===== config.mk =====
export PLATFORM = sky130hd
export DESIGN_NAME = fft_stage_sequencer
export DESIGN_NICKNAME = d
export VERILOG_FILES = /design/src/rtl/fft_pkg.sv /design/src/rtl/fft_bfly_addr_gen.sv /design/src/rtl/fft_stage_sequencer.sv
export SDC_FILE = /design/constraint.sdc
export NUM_CORES = 1
export LEC_CHECK = 0
export ABC_AREA = 1
export CELL_PAD_IN_SITES_DETAIL_PLACEMENT = 1
export CELL_PAD_IN_SITES_GLOBAL_PLACEMENT = 2
export CORE_UTILIZATION = 36
export CTS_BUF_LIST = sky130_fd_sc_hd__clkbuf_4 sky130_fd_sc_hd__clkbuf_8
export CTS_CLUSTER_DIAMETER = 120
export CTS_CLUSTER_SIZE = 30
export DETAILED_ROUTE_END_ITERATION = 6
export GPL_ROUTABILITY_DRIVEN = 0
export PLACE_DENSITY = 0.95
export RECOVER_POWER = 50
export SLEW_MARGIN = 5
export SYNTH_ARGS = -nofsm -noshare
export SYNTH_HDL_FRONTEND = slang
export SYNTH_SLANG_ARGS = --single-unit

===== constraint.sdc =====
create_clock -name i_clk -period 5 [get_ports i_clk]
set_input_delay 0.5 -clock i_clk [delete_from_list [all_inputs] [get_ports i_clk]]
set_output_delay 0.5 -clock i_clk [all_outputs]
set_load 0.03 [all_outputs]

===== src/rtl/fft_pkg.sv =====
// Shared constants and FSM state type for the 16-point radix-2 FFT stage sequencer.
package fft_pkg;

    localparam int unsigned N_POINTS   = 16;
    localparam int unsigned LOG2N      = 4;
    localparam int unsigned N_BFLY     = N_POINTS / 2;
    localparam int unsigned MAX_STAGES = LOG2N;

    typedef enum logic [1:0] {
        StIdle,
        StRun,
        StDrain,
        StDone
    } fsm_state_e;

endpackage


===== src/rtl/fft_bfly_addr_gen.sv =====
// Combinational butterfly operand address and twiddle index generator.
module fft_bfly_addr_gen
    import fft_pkg::*;
(
    input  logic [1:0]       i_stage,
    input  logic [2:0]       i_k,
    output logic [LOG2N-1:0] o_a,
    output logic [LOG2N-1:0] o_b,
    output logic [2:0]       o_tw
);

    logic [3:0] span;
    logic [3:0] pos;
    logic [3:0] grp;

    // span = 2^s, pos = k mod span, grp = k >> s; a and b are span apart.
    always_comb begin
        span = 4'd1 << i_stage;
        pos  = {1'b0, i_k} & (span - 4'd1);
        grp  = {1'b0, i_k} >> i_stage;
        o_a  = ((grp << i_stage) << 1) + pos;
        o_b  = o_a + span;
        o_tw = pos[2:0] << (2'd3 - i_stage);
    end

endmodule


===== src/rtl/fft_stage_sequencer.sv =====
// Sequences the radix-2 stages of a 16-point in-place FFT: issues butterfly reads,
// delays them by the datapath latency into write-backs, and ping-pongs the bank.
module fft_stage_sequencer
    import fft_pkg::*;
#(
    parameter int unsigned BFLY_LAT = 3
) (
    input  logic             i_clk,
    input  logic             i_rst,
    input  logic             i_start,
    input  logic             i_abort,
    input  logic [2:0]       i_n_stages,
    output logic             o_busy,
    output logic             o_done,
    output logic             o_rd_valid,
    output logic [LOG2N-1:0] o_rd_addr_a,
    output logic [LOG2N-1:0] o_rd_addr_b,
    output logic [2:0]       o_tw_idx,
    output logic [1:0]       o_stage,
    output logic             o_wr_en,
    output logic [LOG2N-1:0] o_wr_addr_a,
    output logic [LOG2N-1:0] o_wr_addr_b,
    output logic             o_bank_sel
);

    fsm_state_e       state_q, state_d;
    logic [1:0]       stage_q, stage_d;
    logic [2:0]       k_q, k_d;
    logic [2:0]       n_q, n_d;
    logic             bank_q, bank_d;
    logic             flush;

    logic [2:0]       n_req;
    logic [2:0]       stage_inc;
    logic             rd_valid;
    logic [LOG2N-1:0] gen_a, gen_b;
    logic [2:0]       gen_tw;
    logic [LOG2N-1:0] rd_addr_a, rd_addr_b;

    logic             dl_valid_q [BFLY_LAT];
    logic [LOG2N-1:0] dl_a_q     [BFLY_LAT];
    logic [LOG2N-1:0] dl_b_q     [BFLY_LAT];

    assign n_req     = (i_n_stages > 3'(MAX_STAGES)) ? 3'(MAX_STAGES) : i_n_stages;
    assign stage_inc = {1'b0, stage_q} + 3'd1;

    fft_bfly_addr_gen u_addr_gen (
        .i_stage (stage_q),
        .i_k     (k_q),
        .o_a     (gen_a),
        .o_b     (gen_b),
        .o_tw    (gen_tw)
    );

    // Next-state logic; in DRAIN the k counter is reused to time the latency window.
    always_comb begin
        state_d = state_q;
        stage_d = stage_q;
        k_d     = k_q;
        n_d     = n_q;
        bank_d  = bank_q;
        flush   = 1'b0;
        unique case (state_q)
            StIdle: begin
                if (i_start) begin
                    n_d     = n_req;
                    stage_d = 2'd0;
                    k_d     = 3'd0;
                    bank_d  = 1'b0;
                    state_d = (n_req != 3'd0) ? StRun : StDone;
                end
            end
            StRun: begin
                if (i_abort) begin
                    flush   = 1'b1;
                    stage_d = 2'd0;
                    k_d     = 3'd0;
                    state_d = StIdle;
                end else if (k_q == 3'(N_BFLY - 1)) begin
                    k_d     = 3'd0;
                    state_d = StDrain;
                end else begin
                    k_d = k_q + 3'd1;
                end
            end
            StDrain: begin
                if (i_abort) begin
                    flush   = 1'b1;
                    stage_d = 2'd0;
                    k_d     = 3'd0;
                    state_d = StIdle;
                end else if (k_q == 3'(BFLY_LAT - 1)) begin
                    k_d    = 3'd0;
                    bank_d = ~bank_q;
                    if (stage_inc < n_q) begin
                        stage_d = stage_inc[1:0];
                        state_d = StRun;
                    end else begin
                        stage_d = 2'd0;
                        state_d = StDone;
                    end
                end else begin
                    k_d = k_q + 3'd1;
                end
            end
            StDone: begin
                state_d = StIdle;
            end
            default: begin
                state_d = StIdle;
            end
        endcase
    end

    // FSM and transform-context registers.
    always_ff @(posedge i_clk or posedge i_rst) begin
        if (i_rst) begin
            state_q <= StIdle;
            stage_q <= 2'd0;
            k_q     <= 3'd0;
            n_q     <= 3'd0;
            bank_q  <= 1'b0;
        end else begin
            state_q <= state_d;
            stage_q <= stage_d;
            k_q     <= k_d;
            n_q     <= n_d;
            bank_q  <= bank_d;
        end
    end

    // Read issue; stage, twiddle and addresses read as zero when no read is issued.
    always_comb begin
        rd_valid  = (state_q == StRun);
        rd_addr_a = rd_valid ? gen_a : '0;
        rd_addr_b = rd_valid ? gen_b : '0;
    end

    // Write-back delay line; an abort empties it so no stale write escapes.
    always_ff @(posedge i_clk or posedge i_rst) begin
        if (i_rst) begin
            for (int unsigned i = 0; i < BFLY_LAT; i++) begin
                dl_valid_q[i] <= 1'b0;
                dl_a_q[i]     <= '0;
                dl_b_q[i]     <= '0;
            end
        end else if (flush) begin
            for (int unsigned i = 0; i < BFLY_LAT; i++) begin
                dl_valid_q[i] <= 1'b0;
                dl_a_q[i]     <= '0;
                dl_b_q[i]     <= '0;
            end
        end else begin
            dl_valid_q[0] <= rd_valid;
            dl_a_q[0]     <= rd_addr_a;
            dl_b_q[0]     <= rd_addr_b;
            for (int unsigned i = 1; i < BFLY_LAT; i++) begin
                dl_valid_q[i] <= dl_valid_q[i-1];
                dl_a_q[i]     <= dl_a_q[i-1];
                dl_b_q[i]     <= dl_b_q[i-1];
            end
        end
    end

    // Output drive.
    always_comb begin
        o_busy      = (state_q == StRun) || (state_q == StDrain);
        o_done      = (state_q == StDone);
        o_rd_valid  = rd_valid;
        o_rd_addr_a = rd_addr_a;
        o_rd_addr_b = rd_addr_b;
        o_tw_idx    = rd_valid ? gen_tw : 3'd0;
        o_stage     = rd_valid ? stage_q : 2'd0;
        o_wr_en     = dl_valid_q[BFLY_LAT-1];
        o_wr_addr_a = dl_a_q[BFLY_LAT-1];
        o_wr_addr_b = dl_b_q[BFLY_LAT-1];
        o_bank_sel  = bank_q;
    end

endmodule


==> results.toml <==
[die]
die_h_um = 77.8
die-area_um2 = 6060
die_x_um = 77.8
core_area_um2 = 5540
rows = 27
io_pins = 33
start_util_pct = 37.4

[finish]
final_area_um2 = 2500
n_fill_cell = 694
drive_above_1_share_pct = 7.75
nets = 297
area_delta_synth_final_pct = 20.7
layout.cells.non_filler = 343
n_antenna_cell = 0
fin_util_pct = 45.1

[yosys]
syn_avg_cell_area_um2 = 8.59
synth_top_area_share_pct = 45.9
synth_area_leaders = "dfrtp_1, ha_1, inv_1"
yosys_warnings = 0
yosysTopAreaCell = "dfrtp_1"
ys_ff_latch = 38
synth-seq-area-share_pct = 45.9
syn-num-nets = 268
syn_inst = 241
syn_area_um2 = 2070
ys_types = 27

[grt]
grt_max_degree = 39
antenna_found_initial = 0
grt_pass1_wl_mm = 7.52
gr-total-overflow = 0
grt.total_usage_pct = 16.4
grt_pass1_vias = 1637

[sta]
final.setup.tns_ns = 0
finalWorstPathRequiredPeriod_ns = 4.32
holdWs_ns = 0.469
fin_skew_ns = 0.00572
fin_crit_sh_pct = 86.3
relSlewSlack_pct = -37.4
layout_setup_ws_ns = 0.684
rsz0062_at_grt = "false"
setup_viol = 0
fmax_mhz = 232
tightest_slew_ns = 2.06
finalHoldViolCount = 0
slew_viol_final = 39

[clock_tree]
clk_pin_slew_ns = 0.08
cts_hold_buf = 0
cts_buffers = 5
cts_tree = "yes"
ctsResizeCount = 0
cts_sinks = 38
clk-insertion-delay-late_ns = 0.29
root_buffer = "clkbuf_8"
clockBufferDepth = 2
htreeDepth = 2
cts_setup_buffers = 0

[critical_path]
end_kind = "primary output"
cp.arrival_ns = 3.82
cpMostUsedCell = "nand2_1"
start_kind = "register"
crit_chain = "inv_1 -> ha_1 -> nand2_1 -> nand3_1 -> inv_1 -> ha_1 -> inv_1 -> fa_1 -> inv_1 -> ha_1 -> nand2_1 -> nand2_1 -> nand2_1 -> nand2_1 -> nand3_1 -> nand2_1 -> nand2_1 -> inv_1 -> clkdlybuf4s50_1"
critical_path_required_ns = 4.50
r2r_cells = 18
critical-path-top-delay-family = "adder cells"
cp_num_buf_inv = 6
cp_slowest_stage_delay_ns = 0.65
cp_max_fo = 12
path_depth = 19
slowest_stage = "clkdlybuf4s50_1"
crit_type = "register to primary output"

[run]
cap_violations = 1

[drt]
drc = 0
postRouteAntennaNets = 0
via_per_inst = 4.52
vias = 1551
dr.pass1.iters = 4
drt_iter0_drc = 46
routedWlPerCell_um = 12.6
routed_wl_mm = 4.32

[placement]
io_buffers = 32
dpl.hpwl_mm = 3.37
place_area_um2 = 2410
place_ws_ns = 1.00
place_inst = 335

[outcome]
status = "complete, but fails checks"
violations = "max-capacitance violations, max-slew violations"

[worst_hold_path]
hp-class = "register to register"
holdPathStages = 2

[pwr]
ir_worst_vdd_mv = 0.277
p_leak_nw = 1.27
finalPower_mw = 1.20
p_per_area_nw_per_um2 = 479
==> registers in the layout, indices dropped and copies added (netlist names) <==
register and cells:
state_q 2, o_wr_en 1, dl_valid_q 2, k_q 3
o_wr_addr_b 4, n_q 3, stage_q 2, o_bank_sel 1
dl_b_q 8, o_wr_addr_a 4, dl_a_q 8
==> placed cells by master (no fill, tap or decap), types with 2 or more instances in the layout <==
cell             instances
ha_1                    18
nand2_1                 34
inv_1                   51
clkdlybuf4s50_1         30
nand3b_1                 2
o21ai_0                  6
dfrtp_1                 38
clkbuf_8                 6
a21oi_1                  8
and2_1                   2
dlygate4sd3_1            2
nand2_2                  2
o21ai_1                  4
nor2_1                  33
nor2_4                   2
nand3_1                 10
fa_1                     2
inv_2                    2
nor3_1                   7
==> final timing paths <==
path	to	start	slack (ns)
max in group asynchronous	dl_b_q[4]$_DFF_PP0_	i_rst	2.42
hold reg to reg	dl_valid_q[1]$_DFF_PP0_	dl_valid_q[2]$_DFF_PP0_	0.47
setup reg to reg	dl_b_q[11]$_DFF_PP0_	stage_q[0]$_DFFE_PP0P_	1.99
min in group asynchronous	n_q[0]$_DFFE_PP0P_	i_rst	1.39
setup / recovery	o_rd_addr_b[3]	stage_q[0]$_DFFE_PP0P_	0.68
hold / removal	dl_valid_q[1]$_DFF_PP0_	dl_valid_q[2]$_DFF_PP0_	0.47
==> cell usage after synthesis <==
library cell	instances
nor2_8	1
nand2_1	34
nand2_2	2
inv_4	1
buf_2	2
nor2_2	2
nand2_4	1
a21boi_2	1
nor2_1	32
fa_1	2
conb_1	1
a21oi_2	1
nand3_1	10
inv_1	50
nor2_4	2
inv_2	3
dfrtp_1	38
and2_1	2
nand3b_2	1
o21ai_1	4
nor4_1	1
nor3_1	7
a21oi_1	8
ha_1	18
buf_4	9
o21ai_0	6
nand3b_1	2
==> worst register-to-register path, delay by kind of cell (launching register included) <==
kind | cells | cell delay (ns)
fa+ha+maj | 4 | 1.23
buf+inv | 4 | 0.38
flops | 1 | 0.54
simple gates | 10 | 0.75
==> cell type report <==
cell class | count | area [um^2] | share of cell area (%)
Sequential cell | 38 | 951 | 38.1
Timing Repair Buffer | 33 | 324 | 13.0
Multi-Input combinational cell | 138 | 833 | 33.4
Clock buffer | 6 | 82.6 | 3.31
Tap cell | 72 | 90.1 | 3.61
Clock inverter | 2 | 12.5 | 0.501
Inverter | 54 | 204 | 8.17
==> routing by layer <==
metal,track usage [%],up-vias,routed length (um)
li1,-,765,-
met4,6.23,0,82
met3,4.24,7,171
met1,19.2,747,1880
met5,0,-,0
met2,28.7,32,2190
==> cell families after synthesis <==
kind of cell    after synthesis  share of synthesized area [%]
fa+ha+maj                    20                           12.8
buf+inv                      65                           13.7
compound gates               20                           5.32
simple gates                 97                           22.1
flops                        38                           45.9
other cells                   1                          0.181
==> power breakdown <==
part | total (mW) | switching [mW] | internal [mW] | leakage (nW)
Combinational | 0.568 | 0.368 | 0.200 | 0.702
Sequential | 0.406 | 0.0380 | 0.368 | 0.516
Clock | 0.222 | 0.112 | 0.111 | 0.0472
Total | 1.20 | 0.518 | 0.678 | 1.27
Note: power is estimated with default switching activity, not from simulation.
